**src/rtl/sarray_ld_stream_pkg.sv**
```systemverilog
// rtl/sarray_ld_stream_pkg.sv - shared widths and FSM encodings for the scratchpad load stream
package sarray_ld_stream_pkg;

  localparam int ADDR_WIDTH        = 32;
  localparam int SARRAY_LOAD_WIDTH = 64;
  localparam int LD_CNT_WIDTH      = 16;

  typedef enum logic [1:0] {
    LD_IDLE  = 2'd0,
    LD_ISSUE = 2'd1,
    LD_DRAIN = 2'd2
  } ld_state_e;

endpackage

```
**src/rtl/sarray_ld_stream_if.sv**
```systemverilog
// rtl/sarray_ld_stream_if.sv - command, spad ar/r and operand stream bundle of the load feeder
interface sarray_ld_stream_if #(
  parameter int ADDR_W = sarray_ld_stream_pkg::ADDR_WIDTH,
  parameter int DATA_W = sarray_ld_stream_pkg::SARRAY_LOAD_WIDTH,
  parameter int CNT_W  = sarray_ld_stream_pkg::LD_CNT_WIDTH
) ();

  logic              cmd_valid_i;
  logic              cmd_ready_o;
  logic [ADDR_W-1:0] cmd_base_i;
  logic [CNT_W-1:0]  cmd_len_i;
  logic [CNT_W-1:0]  cmd_stride_i;
  logic              ar_valid_o;
  logic              ar_ready_i;
  logic [ADDR_W-1:0] ar_addr_o;
  logic              r_valid_i;
  logic              r_ready_o;
  logic [DATA_W-1:0] r_data_i;
  logic              out_valid_o;
  logic              out_ready_i;
  logic [DATA_W-1:0] out_data_o;
  logic              busy_o;
  logic              done_o;

  modport slave (
    input  cmd_valid_i, cmd_base_i, cmd_len_i, cmd_stride_i,
    input  ar_ready_i, r_valid_i, r_data_i, out_ready_i,
    output cmd_ready_o, ar_valid_o, ar_addr_o, r_ready_o,
    output out_valid_o, out_data_o, busy_o, done_o
  );

  modport master (
    output cmd_valid_i, cmd_base_i, cmd_len_i, cmd_stride_i,
    output ar_ready_i, r_valid_i, r_data_i, out_ready_i,
    input  cmd_ready_o, ar_valid_o, ar_addr_o, r_ready_o,
    input  out_valid_o, out_data_o, busy_o, done_o
  );

endinterface

```
**src/rtl/gnpu_sync_fifo.sv**
```systemverilog
// rtl/gnpu_sync_fifo.sv - first-word-visible synchronous FIFO, power-of-two depth
// Push and pop in the same cycle are legal at any occupancy; there is no write-through bypass.
module gnpu_sync_fifo #(
  parameter int DATA_W = 64,
  parameter int DEPTH  = 4,
  localparam int AW    = $clog2(DEPTH),
  localparam int CW    = AW + 1
) (
  input  logic              clk,
  input  logic              rst_n,
  input  logic              push_i,
  input  logic [DATA_W-1:0] data_i,
  input  logic              pop_i,
  output logic [DATA_W-1:0] data_o,
  output logic [CW-1:0]     count_o,
  output logic              full_o,
  output logic              empty_o
);

  logic [DATA_W-1:0] mem_q [DEPTH];
  logic [AW-1:0]     wr_ptr_q;
  logic [AW-1:0]     rd_ptr_q;
  logic [CW-1:0]     cnt_q;
  logic              do_pop;

  assign do_pop  = pop_i && (cnt_q != '0);
  assign data_o  = mem_q[rd_ptr_q];
  assign count_o = cnt_q;
  assign empty_o = (cnt_q == '0);
  assign full_o  = (cnt_q == CW'(DEPTH));

  always_ff @(posedge clk or negedge rst_n) begin
    if (!rst_n) begin
      wr_ptr_q <= '0;
      rd_ptr_q <= '0;
      cnt_q    <= '0;
    end else begin
      if (push_i) wr_ptr_q <= wr_ptr_q + AW'(1);
      if (do_pop) rd_ptr_q <= rd_ptr_q + AW'(1);
      cnt_q <= cnt_q + CW'(push_i) - CW'(do_pop);
    end
  end

  always_ff @(posedge clk) begin
    if (push_i) mem_q[wr_ptr_q] <= data_i;
  end

endmodule

```
**src/rtl/sarray_ld_stream.sv**
```systemverilog
// rtl/sarray_ld_stream.sv - turns one load command into spad reads and streams the beats to the array
module sarray_ld_stream
  import sarray_ld_stream_pkg::*;
#(
  parameter int ADDR_W   = ADDR_WIDTH,
  parameter int DATA_W   = SARRAY_LOAD_WIDTH,
  parameter int CNT_W    = LD_CNT_WIDTH,
  parameter int FIFO_DEP = 4
) (
  input  logic               clk,
  input  logic               rst_n,
  sarray_ld_stream_if.slave  bus
);

  localparam int            CW    = $clog2(FIFO_DEP) + 1;
  localparam logic [CW:0]   DEP_L = (CW + 1)'(FIFO_DEP);

  ld_state_e         state_q, state_d;
  logic [ADDR_W-1:0] addr_q, addr_d;
  logic [CNT_W-1:0]  stride_q, stride_d;
  logic [CNT_W-1:0]  issue_left_q, issue_left_d;
  logic [CNT_W-1:0]  beat_left_q, beat_left_d;
  logic [CW-1:0]     outst_q, outst_d;
  logic              zero_done_q, zero_done_d;

  logic [CW-1:0]     fifo_cnt;
  logic              fifo_full;
  logic              fifo_empty;
  logic [CW:0]       credit_used;
  logic              ar_hs, r_push, out_hs, last_out;

  // A request may only go out if its beat is guaranteed a FIFO slot on return.
  assign credit_used     = {1'b0, outst_q} + {1'b0, fifo_cnt};
  assign bus.ar_valid_o  = (state_q == LD_ISSUE) && (credit_used < DEP_L);
  assign bus.ar_addr_o   = addr_q;
  assign bus.cmd_ready_o = (state_q == LD_IDLE);
  assign bus.r_ready_o   = 1'b1;
  assign bus.out_valid_o = !fifo_empty;
  assign bus.busy_o      = (state_q != LD_IDLE);

  assign ar_hs    = bus.ar_valid_o && bus.ar_ready_i;
  assign r_push   = bus.r_valid_i && (state_q != LD_IDLE);
  assign out_hs   = bus.out_valid_o && bus.out_ready_i;
  assign last_out = out_hs && (beat_left_q == CNT_W'(1));

  assign bus.done_o = zero_done_q || last_out;
  assign outst_d    = outst_q + CW'(ar_hs) - CW'(r_push);

  always_comb begin
    state_d      = state_q;
    addr_d       = addr_q;
    stride_d     = stride_q;
    issue_left_d = issue_left_q;
    beat_left_d  = beat_left_q;
    zero_done_d  = 1'b0;
    unique case (state_q)
      LD_IDLE: begin
        if (bus.cmd_valid_i) begin
          if (bus.cmd_len_i == '0) begin
            zero_done_d = 1'b1;
          end else begin
            state_d      = LD_ISSUE;
            addr_d       = bus.cmd_base_i;
            stride_d     = bus.cmd_stride_i;
            issue_left_d = bus.cmd_len_i;
            beat_left_d  = bus.cmd_len_i;
          end
        end
      end
      LD_ISSUE: begin
        if (ar_hs) begin
          addr_d       = addr_q + ADDR_W'(stride_q);
          issue_left_d = issue_left_q - CNT_W'(1);
          if (issue_left_q == CNT_W'(1)) state_d = LD_DRAIN;
        end
      end
      default: ;
    endcase
    // The final pop wins over the ISSUE->DRAIN step when both land together.
    if (out_hs) begin
      beat_left_d = beat_left_q - CNT_W'(1);
      if (last_out) state_d = LD_IDLE;
    end
  end

  always_ff @(posedge clk or negedge rst_n) begin
    if (!rst_n) begin
      state_q      <= LD_IDLE;
      addr_q       <= '0;
      stride_q     <= '0;
      issue_left_q <= '0;
      beat_left_q  <= '0;
      outst_q      <= '0;
      zero_done_q  <= 1'b0;
    end else begin
      state_q      <= state_d;
      addr_q       <= addr_d;
      stride_q     <= stride_d;
      issue_left_q <= issue_left_d;
      beat_left_q  <= beat_left_d;
      outst_q      <= outst_d;
      zero_done_q  <= zero_done_d;
    end
  end

  gnpu_sync_fifo #(
    .DATA_W (DATA_W),
    .DEPTH  (FIFO_DEP)
  ) u_fifo (
    .clk     (clk),
    .rst_n   (rst_n),
    .push_i  (r_push),
    .data_i  (bus.r_data_i),
    .pop_i   (out_hs),
    .data_o  (bus.out_data_o),
    .count_o (fifo_cnt),
    .full_o  (fifo_full),
    .empty_o (fifo_empty)
  );

  always @(posedge clk) begin
    if (rst_n) begin
      assert (!(bus.r_valid_i && (state_q == LD_IDLE)))
        else $error("sarray_ld_stream: read beat returned while idle, dropped");
      assert ({1'b0, fifo_cnt} <= DEP_L)
        else $error("sarray_ld_stream: fifo count above depth");
      assert (!(r_push && fifo_full && !out_hs))
        else $error("sarray_ld_stream: push into full fifo");
    end
  end

endmodule
```
**src/flat_wrapper.sv**
```systemverilog
// flat-port wrapper written by rule: the top's interface ports become plain ports
module sarray_ld_stream_flat import sarray_ld_stream_pkg::*;
#(
  parameter int ADDR_W   = ADDR_WIDTH,
  parameter int DATA_W   = SARRAY_LOAD_WIDTH,
  parameter int CNT_W    = LD_CNT_WIDTH,
  parameter int FIFO_DEP = 4
)
  (clk, rst_n, bus_cmd_valid_i, bus_cmd_base_i, bus_cmd_len_i, bus_cmd_stride_i, bus_ar_ready_i, bus_r_valid_i, bus_r_data_i, bus_out_ready_i, bus_cmd_ready_o, bus_ar_valid_o, bus_ar_addr_o, bus_r_ready_o, bus_out_valid_o, bus_out_data_o, bus_busy_o, bus_done_o);
  sarray_ld_stream_if #(.ADDR_W(ADDR_W), .DATA_W(DATA_W), .CNT_W(CNT_W)) bus_i ();
  input  logic clk;
  input  logic rst_n;
  input wire logic [$bits(bus_i.cmd_valid_i)-1:0] bus_cmd_valid_i;
  input wire logic [$bits(bus_i.cmd_base_i)-1:0] bus_cmd_base_i;
  input wire logic [$bits(bus_i.cmd_len_i)-1:0] bus_cmd_len_i;
  input wire logic [$bits(bus_i.cmd_stride_i)-1:0] bus_cmd_stride_i;
  input wire logic [$bits(bus_i.ar_ready_i)-1:0] bus_ar_ready_i;
  input wire logic [$bits(bus_i.r_valid_i)-1:0] bus_r_valid_i;
  input wire logic [$bits(bus_i.r_data_i)-1:0] bus_r_data_i;
  input wire logic [$bits(bus_i.out_ready_i)-1:0] bus_out_ready_i;
  output wire logic [$bits(bus_i.cmd_ready_o)-1:0] bus_cmd_ready_o;
  output wire logic [$bits(bus_i.ar_valid_o)-1:0] bus_ar_valid_o;
  output wire logic [$bits(bus_i.ar_addr_o)-1:0] bus_ar_addr_o;
  output wire logic [$bits(bus_i.r_ready_o)-1:0] bus_r_ready_o;
  output wire logic [$bits(bus_i.out_valid_o)-1:0] bus_out_valid_o;
  output wire logic [$bits(bus_i.out_data_o)-1:0] bus_out_data_o;
  output wire logic [$bits(bus_i.busy_o)-1:0] bus_busy_o;
  output wire logic [$bits(bus_i.done_o)-1:0] bus_done_o;
  assign bus_i.cmd_valid_i = bus_cmd_valid_i;
  assign bus_i.cmd_base_i = bus_cmd_base_i;
  assign bus_i.cmd_len_i = bus_cmd_len_i;
  assign bus_i.cmd_stride_i = bus_cmd_stride_i;
  assign bus_i.ar_ready_i = bus_ar_ready_i;
  assign bus_i.r_valid_i = bus_r_valid_i;
  assign bus_i.r_data_i = bus_r_data_i;
  assign bus_i.out_ready_i = bus_out_ready_i;
  assign bus_cmd_ready_o = bus_i.cmd_ready_o;
  assign bus_ar_valid_o = bus_i.ar_valid_o;
  assign bus_ar_addr_o = bus_i.ar_addr_o;
  assign bus_r_ready_o = bus_i.r_ready_o;
  assign bus_out_valid_o = bus_i.out_valid_o;
  assign bus_out_data_o = bus_i.out_data_o;
  assign bus_busy_o = bus_i.busy_o;
  assign bus_done_o = bus_i.done_o;
  sarray_ld_stream #(.ADDR_W(ADDR_W), .DATA_W(DATA_W), .CNT_W(CNT_W), .FIFO_DEP(FIFO_DEP)) u_core (.clk(clk), .rst_n(rst_n), .bus(bus_i));
endmodule
```
**config.mk**
```make
export PLATFORM = sky130hd
export DESIGN_NAME = sarray_ld_stream_flat
export DESIGN_NICKNAME = d
export VERILOG_FILES = /design/src/rtl/sarray_ld_stream_pkg.sv /design/src/rtl/sarray_ld_stream_if.sv /design/src/rtl/gnpu_sync_fifo.sv /design/src/rtl/sarray_ld_stream.sv /design/src/flat_wrapper.sv
export SDC_FILE = /design/constraint.sdc
export NUM_CORES = 1
export LEC_CHECK = 0
export ABC_AREA = 1
export CORE_ASPECT_RATIO = 1.75
export CORE_UTILIZATION = 50
export DETAILED_ROUTE_END_ITERATION = 10
export PLACE_DENSITY = 0.74
export REMOVE_ABC_BUFFERS = 1
export SLEW_MARGIN = 20
export SYNTH_ARGS = -nofsm -noshare
export SYNTH_HDL_FRONTEND = slang
export SYNTH_HIERARCHICAL = 1
export SYNTH_SLANG_ARGS = --single-unit
```
**constraint.sdc**
```tcl
create_clock -name clk -period 3.15 [get_ports clk]
set_clock_uncertainty 0.15 [all_clocks]
set_input_delay 0.63 -clock clk [delete_from_list [all_inputs] [get_ports clk]]
set_output_delay 0.63 -clock clk [all_outputs]
set_load 0.01 [all_outputs]
```
==> results by group, run 1 <==
Setup path
  – Slowest-stage cell, CP: clkdlybuf4s50_1
  – Crit-path cells: buf_8 -> buf_12 -> clkbuf_16 -> nand2_1 -> o21ai_1 -> nand2_1 -> nand2_1 -> clkdlybuf4s50_1
  – Largest stage delay on the critical path: 0.53 ns
  – RR Startpoint: u_core/u_fifo/count_o[1]
  – Cell family with most CP delay: buffers and inverters
  – Top cell by count, worst path: nand2_1
  – Arr. time, crit path: 2.36 ns
  – Worst EP required: 2.37 ns
  – Worst setup SP type: flip-flop
  – Buf+Inv Stages, Crit Path: 4
  – Worst-path fanout max: 25
  – Critical Path End Type: output pin
  – R2R Path End: u_core/u_fifo/count_o[2]
  – WS Path Type: reg2out
  – R2r setup slk: 0.65 ns
  – Reg2reg path depth: 15

GRT
  – Overflow after GRT: 0
  – Vias in the first global route: 12,651
  – Initial antenna violation count: 5
  – Largest net degree at the start of global routing: 102
  – All-Layer GR Usage: 0.237
  – First-pass GRT wire length: 63,900 um

Clocking
  – Root buffer cell: clkbuf_16
  – CTS Buf Count: 31
  – Num Clock Sinks: 349
  – CTS tree: done
  – Clk slew on worst S/H paths: 0.07 ns
  – H-tree depth: 1
  – Worst skew pair latency: 0.59 ns
  – Clock Path Buffers: 3

Power and ir drop
  – Max IR drop VDD: 0.549 mV
  – Leakage: 9.69 nW
  – Logic pwr share: 0.429
  – Clock network fraction of total power: 0.218
  – Switching portion of total power: 0.368
  – Net Sw Power: 6.90 mW
  – Pwr Total: 18.7 mW
  – Seq pwr share: 0.354
  – PD cells: 879 nW/um^2
  – Internal power: 11.8 mW

Floorplan
  – Starting Density: 0.509
  – Die Footprint: 34,500 sq um
  – Die Span X: 141 um
  – # rows: 88
  – Core Region: 33,100 sq um
  – Die height: 245 um
  – Ports: 236

Final layout
  – Synth-to-Final Area Change: 26.3%
  – Post-route cell area: 21,300 sq um
  – Final nets: 2,222
  – Share of cells above drive strength 1: 0.0678
  – # fillers: 2,610
  – Util after Layout: 0.643

Routing
  – Mean number of vias per cell: 5.19
  – Drt first pass iters: 5
  – DRC Markers: 0
  – Post-DR wirelength/cell: 17.0 um
  – Post-route ant nets: 0
  – Post-Route WL: 43,100 um
  – Via count: 13,147
  – Initial DRC Count: 753

Logic synthesis
  – Warning count from the yosys run: 6
  – Mean Syn Cell Area: 9.28 sq um
  – Cell area after synthesis: 16,900 sq um
  – Synth Instances: 1,818

Timing
  – Final hold slack: 0.347 ns
  – Final setup viols: 0
  – Max Fclk: 0.319 GHz
  – Slew margin rel.: 0.435
  – Setup_tns: 0 ns
  – Fin crit share: 0.995
  – Tmin final: 3.14 ns
  – Final Hold Fails: 0
  – Max Slew Vio Count: 0
  – RSZ-0062 raised after global routing: yes
  – Slew @ Worst Pin: 0.848 ns

Placed design
  – Final HPWL DP: 27,200 um
  – Placed cell area: 19,800 sq um
  – I/O Buffers: 234
  – Placer Congestion: 0.931

Min path
  – Hold EP: u_core/beat_left_q[15]
  – Min-delay src: u_core/beat_left_q[15]
  – Cells on Worst Hold Path: 2
  – Hold Path Class: reg2reg

Status
  – Outcome: finished, final reports clean

Run
  – Max cap viols: 0
[worst register-to-register path: cells and delay by family, from the launching register on]
| kind | cells | cell delay, ns |
|---|---|---|
| buffers and inverters | 5 | 0.27 |
| adders and majority gates | 3 | 0.86 |
| DFF | 1 | 0.45 |
| and+or+nand+nor | 6 | 0.52 |
| xor gates and xnor gates | 1 | 0.16 |
[final cells by class]
cell class                 instances  area (sq um)  share of cell area
tap                              450           563              0.0264
clock inverter                    13           176             0.00828
sequential                       349         10000               0.470
multi-input combinational       1190          5700               0.267
antenna                            3          7.51            0.000352
clock buffer                      45           933              0.0438
inverter                         207           785              0.0368
timing repair buffer             276          3120               0.146
[registers in the layout, indices dropped and copies added, names as in the netlist]
name,count
u_core/issue_left_q,16
u_core/bus.ar_addr_o,32
u_core/zero_done_q,1
u_core/u_fifo/wr_ptr_q,2
u_core/stride_q,16
u_core/state_q,2
u_core/u_fifo/count_o,3
u_core/beat_left_q,16
u_core/outst_q,3
u_core/u_fifo/mem_q,256
u_core/u_fifo/rd_ptr_q,2
[how the worst max path moves through the flow]
stage	from	endpoint	slack [ns]	depth (start not counted)
after floorplan	u_core/u_fifo/rd_ptr_q[0]	bus_out_data_o[0]	-2.31	3
after global placement	bus_out_ready_i	bus_done_o	0.31	6
after detailed placement	bus_out_ready_i	bus_done_o	0.27	6
after CTS	u_core/u_fifo/rd_ptr_q[0]	bus_out_data_o[53]	-0.06	6
after global routing	u_core/u_fifo/rd_ptr_q[0]	bus_out_data_o[22]	-0.05	8
final	u_core/u_fifo/rd_ptr_q[0]	bus_out_data_o[22]	0.01	8
[layer usage]
| metal | up-vias | wire [um] | global-route usage |
|---|---|---|---|
| met3 | 91 | 2750 | 0.0347 |
| met4 | 4 | 1590 | 0.107 |
| met2 | 458 | 22800 | 0.450 |
| met5 | - | 26 | 0 |
| li1 | 6418 | - | - |
| met1 | 6176 | 15900 | 0.256 |
[through the flow]
step                instances  setup slack (ns)
global route             2532           -0.0542
global placement         2458             0.306
detailed placement       2458             0.273
CTS                      2517           -0.0637
floorplan                1746             -2.31
finish                   2533            0.0148
[cells in the final DEF (no fill, tap or decap), types with 30 or more instances in the layout]
master / instances
clkbuf_16: 38
clkdlybuf4s50_1: 178
dfrtp_1: 90
dlymetal6s2s_1: 53
edfxtp_1: 256
ha_1: 30
inv_1: 196
nand2_1: 512
nand3_1: 92
nor2_1: 224
o21ai_0: 108
o21ai_1: 61
[power by group through the flow]
stage | clock, mW | sequential, mW | combinational, mW
2_1_floorplan | 0 | 6.85 | 4.10
3_3_place_gp | 0 | 6.65 | 7.44
3_5_place_dp | 0 | 6.69 | 7.62
4_1_cts | 4.14 | 6.61 | 7.68
5_1_grt | 4.32 | 6.72 | 8.85
6_report | 4.08 | 6.62 | 8.03
[what timing repair did]
item | in CTS | in global routing
gates cloned | 0 | 7
buffers inserted | 0 | 6
hold endpoints to repair | 34 | 0
pin swaps | 0 | 2
hold buffers | 1 | 0
setup endpoints to repair | 41 | 63
gates resized for setup | 9 | 75
(Power assumes the default switching activity.)
==> run 2, diff against run 1 <==
SYNTH_HIERARCHICAL = unset   (was 1)
==> results by group, run 2 <==
Status
  – Outcome: finished with violations (was finished, final reports clean)
  – Failing checks: negative setup slack

Min path
  – Hold Path Class: reg2reg (unchanged)
  – Cells on Worst Hold Path: 2 (unchanged)

GRT
  – Vias in the first global route: 12,350 (was 12,651)
  – Largest net degree at the start of global routing: 69 (was 102)
  – All-Layer GR Usage: 0.249 (was 0.237)
  – Overflow after GRT: 0 (unchanged)
  – First-pass GRT wire length: 63,100 um (was 63,900 um)
  – Initial antenna violation count: 1 (was 5)

Setup path
  – Worst-path fanout max: 30 (was 25)
  – Largest stage delay on the critical path: 0.58 ns (was 0.53 ns)
  – Slowest-stage cell, CP: clkdlybuf4s50_1 (unchanged)
  – Crit-path cells: clkinv_4 -> buf_12 -> o21ai_0 -> o22ai_1 -> clkdlybuf4s50_1 (was buf_8 -> buf_12 -> clkbuf_16 -> nand2_1 -> o21ai_1 -> nand2_1 -> nand2_1 -> clkdlybuf4s50_1)
  – Critical Path End Type: output pin (unchanged)
  – Buf+Inv Stages, Crit Path: 3 (was 4)
  – Levels on crit path: 5 (was 8)
  – Worst EP required: 2.37 ns (about the same)
  – Worst setup SP type: flip-flop (unchanged)
  – Reg2reg path depth: 12 (was 15)
  – Cell family with most CP delay: buffers and inverters (unchanged)
  – Arr. time, crit path: 2.37 ns (was 2.36 ns)
  – WS Path Type: reg2out (unchanged)

Logic synthesis
  – Sequential area share after synthesis: 0.627
  – Cell area after synthesis: 16,000 sq um (was 16,900 sq um)
  – Largest cells by area after synthesis: edfxtp_1 48%, dfrtp_1 15%, nand2_1 7.8%
  – Mean Syn Cell Area: 9.87 sq um (was 9.28 sq um)
  – Synth Instances: 1,619 (was 1,818)
  – Count of state elements after synthesis: 349
  – EDFF count, synth: 256
  – Top cell type's share of synthesized area: 0.481
  – Most common cell in the netlist: nand2_1
  – Synth area leader: edfxtp_1
  – Warning count from the yosys run: 0 (was 6)
  – Synth top cells by count: 333 x nand2_1, 264 x nor2_1, 256 x edfxtp_1
  – Post-synth ARST share: 0.266
  – Ys flop type: edfxtp_1
  – Synth unique cells: 40

Routing
  – Post-DR wirelength/cell: 18.3 um (was 17.0 um)
  – WL met2: 22,000 um (was 22,800 um)
  – Via count: 12,446 (was 13,147)
  – Post-route ant nets: 0 (unchanged)
  – M1 wire length: 15,300 um (was 15,900 um)
  – Mean number of vias per cell: 5.49 (was 5.19)
  – Top routing layer in use: met5 (unchanged)
  – Drt first pass iters: 5 (unchanged)
  – Metal3 WL: 2600 um (was 2750 um)
  – Post-Route WL: 41,400 um (was 43,100 um)
  – Initial DRC Count: 982 (was 753)
  – DRC Markers: 0 (unchanged)

Clocking
  – H-tree depth: 1 (unchanged)
  – Clock Path Buffers: 3 (unchanged)
  – Num Clock Sinks: 349 (unchanged)
  – CTS Buf Count: 31 (unchanged)
  – Root buffer cell: clkbuf_16 (unchanged)
  – Worst skew pair latency: 0.57 ns (was 0.59 ns)
  – CTS tree: done (unchanged)
  – Clk slew on worst S/H paths: 0.07 ns (about the same)

Timing
  – Tmin final: 3.15 ns (was 3.14 ns)
  – Final Hold Fails: 0 (unchanged)
  – Slew @ Worst Pin: 0.657 ns (was 0.848 ns)
  – Max Slew Vio Count: 0 (unchanged)
  – Fin crit share: 1.00 (was 0.995)
  – Setup ws final: -0.00271 ns (was 0.0148 ns)
  – Final setup viols: 1 (was 0)
  – RSZ-0062 raised after global routing: yes (unchanged)
  – Slew margin rel.: 0.562 (was 0.435)
  – Max Fclk: 0.317 GHz (was 0.319 GHz)

Power and ir drop
  – PD cells: 974 nW/um^2 (was 879 nW/um^2)
  – Leakage: 8.28 nW (was 9.69 nW)
  – Max IR drop VDD: 0.606 mV (was 0.549 mV)

Floorplan
  – Die Footprint: 32,700 sq um (was 34,500 sq um)
  – Die height: 239 um (was 245 um)
  – Core Region: 31,400 sq um (was 33,100 sq um)
  – Ports: 236 (unchanged)
  – Starting Density: 0.509 (about the same)
  – Die Span X: 137 um (was 141 um)
  – # rows: 86 (was 88)

Placed design
  – I/O Buffers: 234 (unchanged)
  – Placer Congestion: 0.908 (was 0.931)
  – Post-Place Worst Slack: 0.210 ns (was 0.273 ns)
  – Final HPWL DP: 26,500 um (was 27,200 um)

Final layout
  – Commonest cells after routing, fill and taps aside: 333 x nand2_1, 258 x nor2_1, 256 x edfxtp_1 (was 512 x nand2_1, 256 x edfxtp_1, 224 x nor2_1)
  – Synth-to-Final Area Change: 25.6% (was 26.3%)
  – Max FFs per register: 256 (unchanged)
  – Most common cell after layout, fill and taps aside: nand2_1 (unchanged)
  – # fillers: 2,451 (was 2,610)
  – Share of cells above drive strength 1: 0.0594 (was 0.0678)
  – Final nets: 2,012 (was 2,222)
  – Largest register by flop count: u_core.u_fifo.mem_q (was u_core/u_fifo/mem_q)
  – N_diodes: 0 (was 3)
  – Util after Layout: 0.639 (was 0.643)

Run
  – Max cap viols: 0 (unchanged)
run 2: cell count changes in the layout (fill, tap and decap cells not counted), moves of 19 or more:
| cell | before | now |
|---|---|---|
| nand2_1 | 512 | 333 |
| o21ai_0 | 108 | 185 |
| inv_1 | 196 | 125 |
| o22ai_1 | 3 | 68 |
| o21ai_1 | 61 | 1 |
| nand3_1 | 92 | 56 |
| nor2_1 | 224 | 258 |
| dlymetal6s2s_1 | 53 | 27 |
| a21oi_1 | 20 | 40 |
| dlygate4sd2_1 | 2 | 21 |
run 2: power breakdown:
part / internal (mW) / switching (mW)
registers: 6.16 / 0.678
clock network: 2.05 / 1.70
logic: 3.60 / 5.38
total: 11.8 / 7.76
run 2: path summary, 6_finish.rpt:
kind	from	slack (ns)	to
hold / removal	u_core.stride_q[0]	0.34	u_core.stride_q[0]
setup reg to reg	u_core.bus.ar_addr_o[0]	0.52	u_core.bus.ar_addr_o[20]
min in group asynchronous	rst_n	0.43	u_core.issue_left_q[0]
hold reg to reg	u_core.stride_q[0]	0.34	u_core.stride_q[0]
max in group asynchronous	rst_n	1.76	u_core.u_fifo.rd_ptr_q[0]
setup / recovery	u_core.u_fifo.rd_ptr_q[0]	-0.003	bus_out_data_o[7]
run 2: cells by family (layout without fill, tap and decap cells):
logic type / after synthesis / count (layout) / share of synthesized area
buffers and inverters: 200 / 451 / 0.0492
AO/OA/AOI/OAI: 319 / 319 / 0.109
adder cells (fa/ha/maj): 33 / 33 / 0.0272
AND/OR/NAND/NOR: 690 / 690 / 0.173
flip-flops: 349 / 349 / 0.627
other: 1 / 1 / 0.000235
XOR/XNOR: 27 / 27 / 0.0148
run 2: layout make-up:
type / count / area, sq um / share of cell area
Timing Repair Buffer: 262 / 2830 / 0.141
Clock buffer: 41 / 873 / 0.0435
Sequential cell: 349 / 10000 / 0.499
Tap cell: 396 / 495 / 0.0247
Multi-Input combinational cell: 1070 / 5220 / 0.260
Inverter: 131 / 497 / 0.0247
Clock inverter: 17 / 140 / 0.00698
run 2: per-stage QoR:
step                      cells  total power, mW  cell area (sq um)  setup TNS, ns  hold WS, ns
after global routing       2266             20.8              20100         -0.461        0.351
after detailed placement   2202             15.9              18900              0        0.320
after CTS                  2264             19.7              20000         -0.934        0.341
after global placement     2202             15.6              18900              0        0.316
final                      2266             19.6              20100       -0.00271        0.341
after floorplan            1550             11.9              15700        -390.70        0.184
run 2: worst reg2reg max path: cells and delay by family, from the launching register on:
kind / cells / cell delay [ns]
compound gates: 1 / 0.19
fa+ha+maj: 2 / 0.71
buf+inv: 1 / 0.04
flops: 1 / 0.41
simple gates: 8 / 1.04
run 2: routing by layer:
metal | vias to the layer above | GRT usage
met5 | - | 0
met4 | 2 | 0.106
met3 | 96 | 0.0375
met2 | 457 | 0.462
met1 | 5947 | 0.278
li1 | 5944 | -
run 2: repair_timing:
action                                  4_1_cts  5_1_grt
hold buffers                                  1        0
pin swaps                                     1        1
resized for setup                            26       29
endpoints found under the setup margin       46       33
hold endpoints to repair                     36        0
gates cloned                                  2        2
setup buffers                                 1        0
